==> src/rtl/lfsr_draw_arbiter_pkg.sv <==
`default_nettype none
// ============================================================================
// Module   : lfsr_draw_arbiter_pkg
// Brief    : Shared types and constants for the LFSR draw arbiter.
// Revision : 1.0
// ============================================================================
package lfsr_draw_arbiter_pkg;

  localparam int LFSR_W = 5;

  // Feedback taps: bits 4, 2 and 1.
  localparam logic [LFSR_W-1:0] LFSR_TAPS = 5'b10110;

  typedef enum logic [1:0] {
    ST_IDLE  = 2'd0,
    ST_SEED  = 2'd1,
    ST_STEP  = 2'd2,
    ST_GRANT = 2'd3
  } state_t;

  function automatic logic [LFSR_W-1:0] lfsr_next(input logic [LFSR_W-1:0] v);
    return {v[LFSR_W-2:0], ^(v & LFSR_TAPS)};
  endfunction

endpackage
`default_nettype wire

==> src/rtl/lfsr_draw_arbiter_lfsr5_core.sv <==
`default_nettype none
// ============================================================================
// Module   : lfsr5_core
// Brief    : 5-bit Fibonacci LFSR register with seed load and single step.
// Revision : 1.0
// ============================================================================
module lfsr5_core
  import lfsr_draw_arbiter_pkg::*;
#(
  parameter logic [LFSR_W-1:0] SEED = 5'b00001
) (
  input  logic              i_Clk,
  input  logic              i_Rst,
  input  logic              i_load,
  input  logic [LFSR_W-1:0] i_load_val,
  input  logic              i_step,
  output logic [LFSR_W-1:0] o_value
);

  logic [LFSR_W-1:0] r_lfsr;
  logic [LFSR_W-1:0] w_load_fix;

  // The all-zero state is a lock-up point, so a zero seed becomes 1.
  assign w_load_fix = (i_load_val == '0) ? LFSR_W'(1) : i_load_val;

  always_ff @(posedge i_Clk or negedge i_Rst) begin
    if (!i_Rst) begin
      r_lfsr <= SEED;
    end else if (i_load) begin
      r_lfsr <= w_load_fix;
    end else if (i_step) begin
      r_lfsr <= lfsr_next(r_lfsr);
    end
  end

  assign o_value = r_lfsr;

endmodule
`default_nettype wire

==> src/rtl/lfsr_draw_arbiter.sv <==
`default_nettype none
// ============================================================================
// Module   : lfsr_draw_arbiter
// Brief    : Round-robin arbiter handing fresh 5-bit LFSR draws to N_REQ users.
// Revision : 1.0
// ============================================================================
module lfsr_draw_arbiter
  import lfsr_draw_arbiter_pkg::*;
#(
  parameter int                N_REQ = 4,
  parameter int                STEPS = 5,
  parameter logic [LFSR_W-1:0] SEED  = 5'b00001
) (
  input  logic              i_Clk,
  input  logic              i_Rst,
  input  logic [N_REQ-1:0]  i_req,
  input  logic              i_seed_load,
  input  logic [LFSR_W-1:0] i_seed,
  output logic [N_REQ-1:0]  o_gnt,
  output logic              o_valid,
  output logic [LFSR_W-1:0] o_data,
  output logic              o_busy
);

  localparam int c_PTR_W = $clog2(N_REQ);
  localparam int c_CNT_W = 4;

  state_t               r_state;
  state_t               w_state_nxt;
  logic [c_PTR_W-1:0]   r_ptr;
  logic [c_PTR_W-1:0]   r_win;
  logic [c_CNT_W-1:0]   r_cnt;
  logic                 r_pending;
  logic [LFSR_W-1:0]    r_seed;

  logic                 w_load;
  logic                 w_step;
  logic                 w_arb;
  logic [LFSR_W-1:0]    w_lfsr;

  logic [2*N_REQ-1:0]   w_req2;
  logic [N_REQ-1:0]     w_rot;
  logic [c_PTR_W:0]     w_off;
  logic [c_PTR_W:0]     w_sum;
  logic [c_PTR_W-1:0]   w_win;
  logic [c_PTR_W-1:0]   w_ptr_inc;
  logic [N_REQ-1:0]     w_gnt;

  lfsr5_core #(
    .SEED (SEED)
  ) u_lfsr (
    .i_Clk      (i_Clk),
    .i_Rst      (i_Rst),
    .i_load     (w_load),
    .i_load_val (r_seed),
    .i_step     (w_step),
    .o_value    (w_lfsr)
  );

  // Rotate requests so the pointer position lands at bit 0, then take the
  // lowest set bit and rotate the offset back.
  assign w_req2 = {i_req, i_req};
  assign w_rot  = w_req2[{1'b0, r_ptr} +: N_REQ];

  always_comb begin
    w_off = '0;
    for (int k = N_REQ - 1; k >= 0; k--) begin
      if (w_rot[k]) begin
        w_off = (c_PTR_W + 1)'(k);
      end
    end
  end

  assign w_sum = {1'b0, r_ptr} + w_off;
  assign w_win = (w_sum >= (c_PTR_W + 1)'(N_REQ)) ?
                 c_PTR_W'(w_sum - (c_PTR_W + 1)'(N_REQ)) : c_PTR_W'(w_sum);

  assign w_ptr_inc = (r_win == c_PTR_W'(N_REQ - 1)) ? '0 : r_win + 1'b1;

  always_ff @(posedge i_Clk or negedge i_Rst) begin
    if (!i_Rst) begin
      r_state <= ST_IDLE;
    end else begin
      r_state <= w_state_nxt;
    end
  end

  // A pulse seen in IDLE goes straight to SEED; otherwise the registered
  // pending flag carries it to the next IDLE. Seeds outrank requests.
  always_comb begin
    w_state_nxt = r_state;
    w_load      = 1'b0;
    w_step      = 1'b0;
    w_arb       = 1'b0;
    case (r_state)
      ST_IDLE: begin
        if (r_pending || i_seed_load) begin
          w_state_nxt = ST_SEED;
        end else if (|i_req) begin
          w_state_nxt = ST_STEP;
          w_arb       = 1'b1;
        end
      end
      ST_SEED: begin
        w_load      = 1'b1;
        w_state_nxt = ST_IDLE;
      end
      ST_STEP: begin
        w_step = 1'b1;
        if (r_cnt == c_CNT_W'(1)) begin
          w_state_nxt = ST_GRANT;
        end
      end
      ST_GRANT: begin
        w_state_nxt = ST_IDLE;
      end
      default: begin
        w_state_nxt = ST_IDLE;
      end
    endcase
  end

  always_ff @(posedge i_Clk or negedge i_Rst) begin
    if (!i_Rst) begin
      r_ptr     <= '0;
      r_win     <= '0;
      r_cnt     <= '0;
      r_pending <= 1'b0;
      r_seed    <= '0;
    end else begin
      if (w_arb) begin
        r_win <= w_win;
        r_cnt <= c_CNT_W'(STEPS);
      end else if (r_state == ST_STEP) begin
        r_cnt <= r_cnt - c_CNT_W'(1);
      end

      if (r_state == ST_GRANT) begin
        r_ptr <= w_ptr_inc;
      end

      // A pulse during SEED re-arms the flag: the older seed loads now and
      // the newer one on the following IDLE.
      if (i_seed_load) begin
        r_pending <= 1'b1;
        r_seed    <= i_seed;
      end else if (r_state == ST_SEED) begin
        r_pending <= 1'b0;
      end
    end
  end

  always_comb begin
    w_gnt        = '0;
    w_gnt[r_win] = (r_state == ST_GRANT);
  end

  assign o_gnt   = w_gnt;
  assign o_valid = (r_state == ST_GRANT);
  assign o_data  = (r_state == ST_GRANT) ? w_lfsr : '0;
  assign o_busy  = (r_state != ST_IDLE);

endmodule
`default_nettype wire
==> config.mk <==
export PLATFORM = sky130hd
export DESIGN_NAME = lfsr_draw_arbiter
export DESIGN_NICKNAME = d
export VERILOG_FILES = /design/src/rtl/lfsr_draw_arbiter_pkg.sv /design/src/rtl/lfsr_draw_arbiter_lfsr5_core.sv /design/src/rtl/lfsr_draw_arbiter.sv
export SDC_FILE = /design/constraint.sdc
export NUM_CORES = 1
export LEC_CHECK = 0
export CAP_MARGIN = 40
export CORE_MARGIN = 2
export CORE_UTILIZATION = 26
export CTS_CLUSTER_DIAMETER = 60
export DETAILED_ROUTE_END_ITERATION = 12
export SYNTH_ARGS = -nofsm -noshare
export SYNTH_HDL_FRONTEND = slang
export SYNTH_SLANG_ARGS = --single-unit
==> constraint.sdc <==
create_clock -name i_Clk -period 2.6 [get_ports i_Clk]
set_input_delay 0.26 -clock i_Clk [delete_from_list [all_inputs] [get_ports i_Clk]]
set_output_delay 0.26 -clock i_Clk [all_outputs]
set_load 0.05 [all_outputs]
==> results.md <==
- First drt pass iteration count: 4
- Sum Neg Setup Slack: 0 ns
- Share of cells above drive strength 1: 10.4%
- Final Cycle Share: 88.6%
- Mapped Cells: 132
- Crit end category: output pin
- CP max stage cell: clkdlybuf4s50_1
- Register area share after synthesis: 40.4%
- Vias in the first global route: 917
- WP data arrival: 2.04 ns
- CP peak stage delay: 0.79 ns
- Crit path launch type: flip-flop
- Via count: 950
- DRC: 0
- Outcome: complete, no violations
- I/O pins: 23
- Final WL: 2.29 mm
- Synth Area per Inst: 9.89 um2
- Die Footprint: 0.00560 mm2
- Final hold vios: 0
- CTS tree: done
- Synthesis warning total: 0
- WL/cell: 10.3 um
- Initial core utilization: 27.3%
- CORE AREA: 0.00479 mm2
- Nets: 178
- Worst Hold Class: in -> async
- # port buffers: 22
- DP HPWL: 1.80 mm
- Flop and latch count out of synthesis: 21
- Peak VDD IR: 0.000318 V
- # clock sinks: 21
- Mapped Area: 0.00131 mm2
- CTS Hold Bufs: 0
- CTS H-tree lvls: 1
- Num CTS Buffers: 3
- Postcts setup bufs: 0
- Power, Total: 1610 uW
- Relative slew margins: 65.0%
- First-pass GRT wire length: 4.01 mm
- Ant diodes: 0
- Worst-Margin Slew: 0.521 ns
- Site Rows: 25
- Chip Height: 74.8 um
- PostCTS Resize Cnt: 0
- Die Wd: 74.8 um
- Setup violators final: 0
- Highest Clock Rate: 434 MHz
- Crit Path Class: reg -> out
- Distinct cells, synth: 34
- GRT Total Usage: 9.32%
- Tmin final: 2.30 ns
- Critical path peak fanout: 12
- Initial DRC Count: 33
- Later-pin clock latency in the skew report: 0.25 ns
- Number of fill cells in the layout: 501
- Leakage power: 0.000692 uW
- Crit-path cells: ha_1, and2_1, clkdlybuf4s50_1
- CP required: 2.34 ns
- Grt total ovfl: 0
- Max cap viols: 0
- RSZ-0062 raised after global routing: false
- Antenna violations before repair: 0
- PD cells: 984 mW/mm2
- Routed Antenna Nets: 0
- Clk buf depth: 2
- Clock root cell: clkbuf_8
- Pins Over Slew Limit: 0
- Pin count of the biggest net entering global routing: 22
- Vias/cell: 4.30
- Clock skew: 0.00115 ns
- Layout Area Growth over Synthesis: 25.6%
- Clock slew at reported path FFs: 0.07 ns
- Gp weighted congestion: 0.801
- Post-Syn Nets: 155
-- sequential cells by signal (all words and copies together), names as in the netlist --
name            cells
r_ptr               2
r_seed              5
r_state             2
r_cnt               4
u_lfsr.o_value      5
r_pending           1
r_win               2
-- final timing paths --
kind	depth (start not counted)	to	slack, ns	from
min in group i_Clk	1	r_pending$_DFFE_PN0P_	0.51	r_pending$_DFFE_PN0P_
min reg2reg	1	r_pending$_DFFE_PN0P_	0.51	r_pending$_DFFE_PN0P_
max	3	o_data[3]	0.30	r_state[1]$_DFFE_PN0P_
max reg2reg	7	r_win[1]$_DFFE_PN0P_	0.43	r_ptr[1]$_DFFE_PN0P_
max in group asynchronous	2	u_lfsr.o_value[0]$_DFFE_PN1P_	1.99	i_Rst
min	2	u_lfsr.o_value[4]$_DFFE_PN0P_	0.35	i_Rst
-- logic make-up after synthesis --
kind of cell | after synthesis | synth area share [%]
AO/OA/AOI/OAI | 25 | 12.8
XOR/XNOR | 6 | 4.03
adder cells (fa/ha/maj) | 11 | 10.5
buffers and inverters | 16 | 5.18
flip-flops | 21 | 40.4
multiplexers | 11 | 9.11
AND/OR/NAND/NOR | 42 | 17.9
-- metrics by stage --
step / cell area [um2] / setup slack (ns) / hold slack, ns / cells / util [%]
2_1_floorplan: 1310 / 0.577 / -0.0356 / 132 / -
3_3_place_gp: 1590 / 0.122 / 0.483 / 217 / 33.3
3_5_place_dp: 1590 / 0.0877 / 0.497 / 217 / 33.3
4_1_cts: 1640 / 0.249 / 0.350 / 221 / 34.2
5_1_grt: 1640 / 0.153 / 0.365 / 221 / 34.2
6_report: 1640 / 0.297 / 0.347 / 221 / 34.2
-- critical path: cells and delay by family, from the launching register on --
kind / cells / cell delay [ns]
DFF: 1 / 0.40
and+or+nand+nor: 1 / 0.19
buffers and inverters: 1 / 0.79
adders and majority gates: 1 / 0.40
-- placed cells by master (no fill, tap or decap), drive strengths merged, types with 6 or more instances in the layout --
cell,instances
a21oi,6
ha,11
nor2,10
clkdlybuf4s50,22
dfrtp,20
nand2,9
inv,10
mux2,7
and2,9
-- cell usage after synthesis --
library cell	count	area share, %
dfrtp_1	20	38
ha_1	11	11
inv_1	10	2.9
nor2_1	10	2.9
and2_1	9	4.3
nand2_1	9	2.6
mux2_2	7	6.0
a21oi_1	6	2.3
clkbuf_1	5	1.4
mux2i_1	4	3.1
xnor2_1	4	2.7
a211oi_1	3	1.7
o211ai_1	3	1.7
o21ai_0	3	1.2
or3b_2	3	2.0
a21o_1	2	1.2
a31oi_1	2	0.96
nand3b_1	2	1.2
nor4_1	2	0.96
o31ai_1	2	1.2
xor2_1	2	1.3
a2bb2oi_1	1	0.67
and3b_1	1	0.67
buf_6	1	0.86
dfstp_2	1	2.0
nand2b_1	1	0.48
nor3_1	1	0.38
nor3b_1	1	0.58
nor4b_1	1	0.67
o211a_1	1	0.77
o21a_1	1	0.58
o31a_1	1	0.67
or3b_1	1	0.67
or4_1	1	0.58
-- where the power goes --
part,switching [uW],internal [uW],total [uW]
sequential,143,462,605
combinational,435,370,805
clock,92.7,109,201
total,671,941,1610
-- metal layers --
| metal | GRT usage, % | up-vias | part of all wire (%) |
|---|---|---|---|
| li1 | - | 501 | - |
| met1 | 12.4 | 433 | 52 |
| met2 | 14.6 | 14 | 44 |
| met3 | 2.68 | 2 | 3.4 |
| met4 | 2.98 | 0 | 0.35 |
| met5 | 0 | - | 0 |
-- final cells by class --
type / count / area [um2] / area share [%]
Inverter: 10 / 37.5 / 2.29
Tap cell: 67 / 83.8 / 5.11
Timing Repair Buffer: 24 / 235 / 14.4
Multi-Input combinational cell: 95 / 711 / 43.4
Sequential cell: 21 / 527 / 32.1
Clock buffer: 4 / 45.0 / 2.75
(Power assumes the default switching activity.)
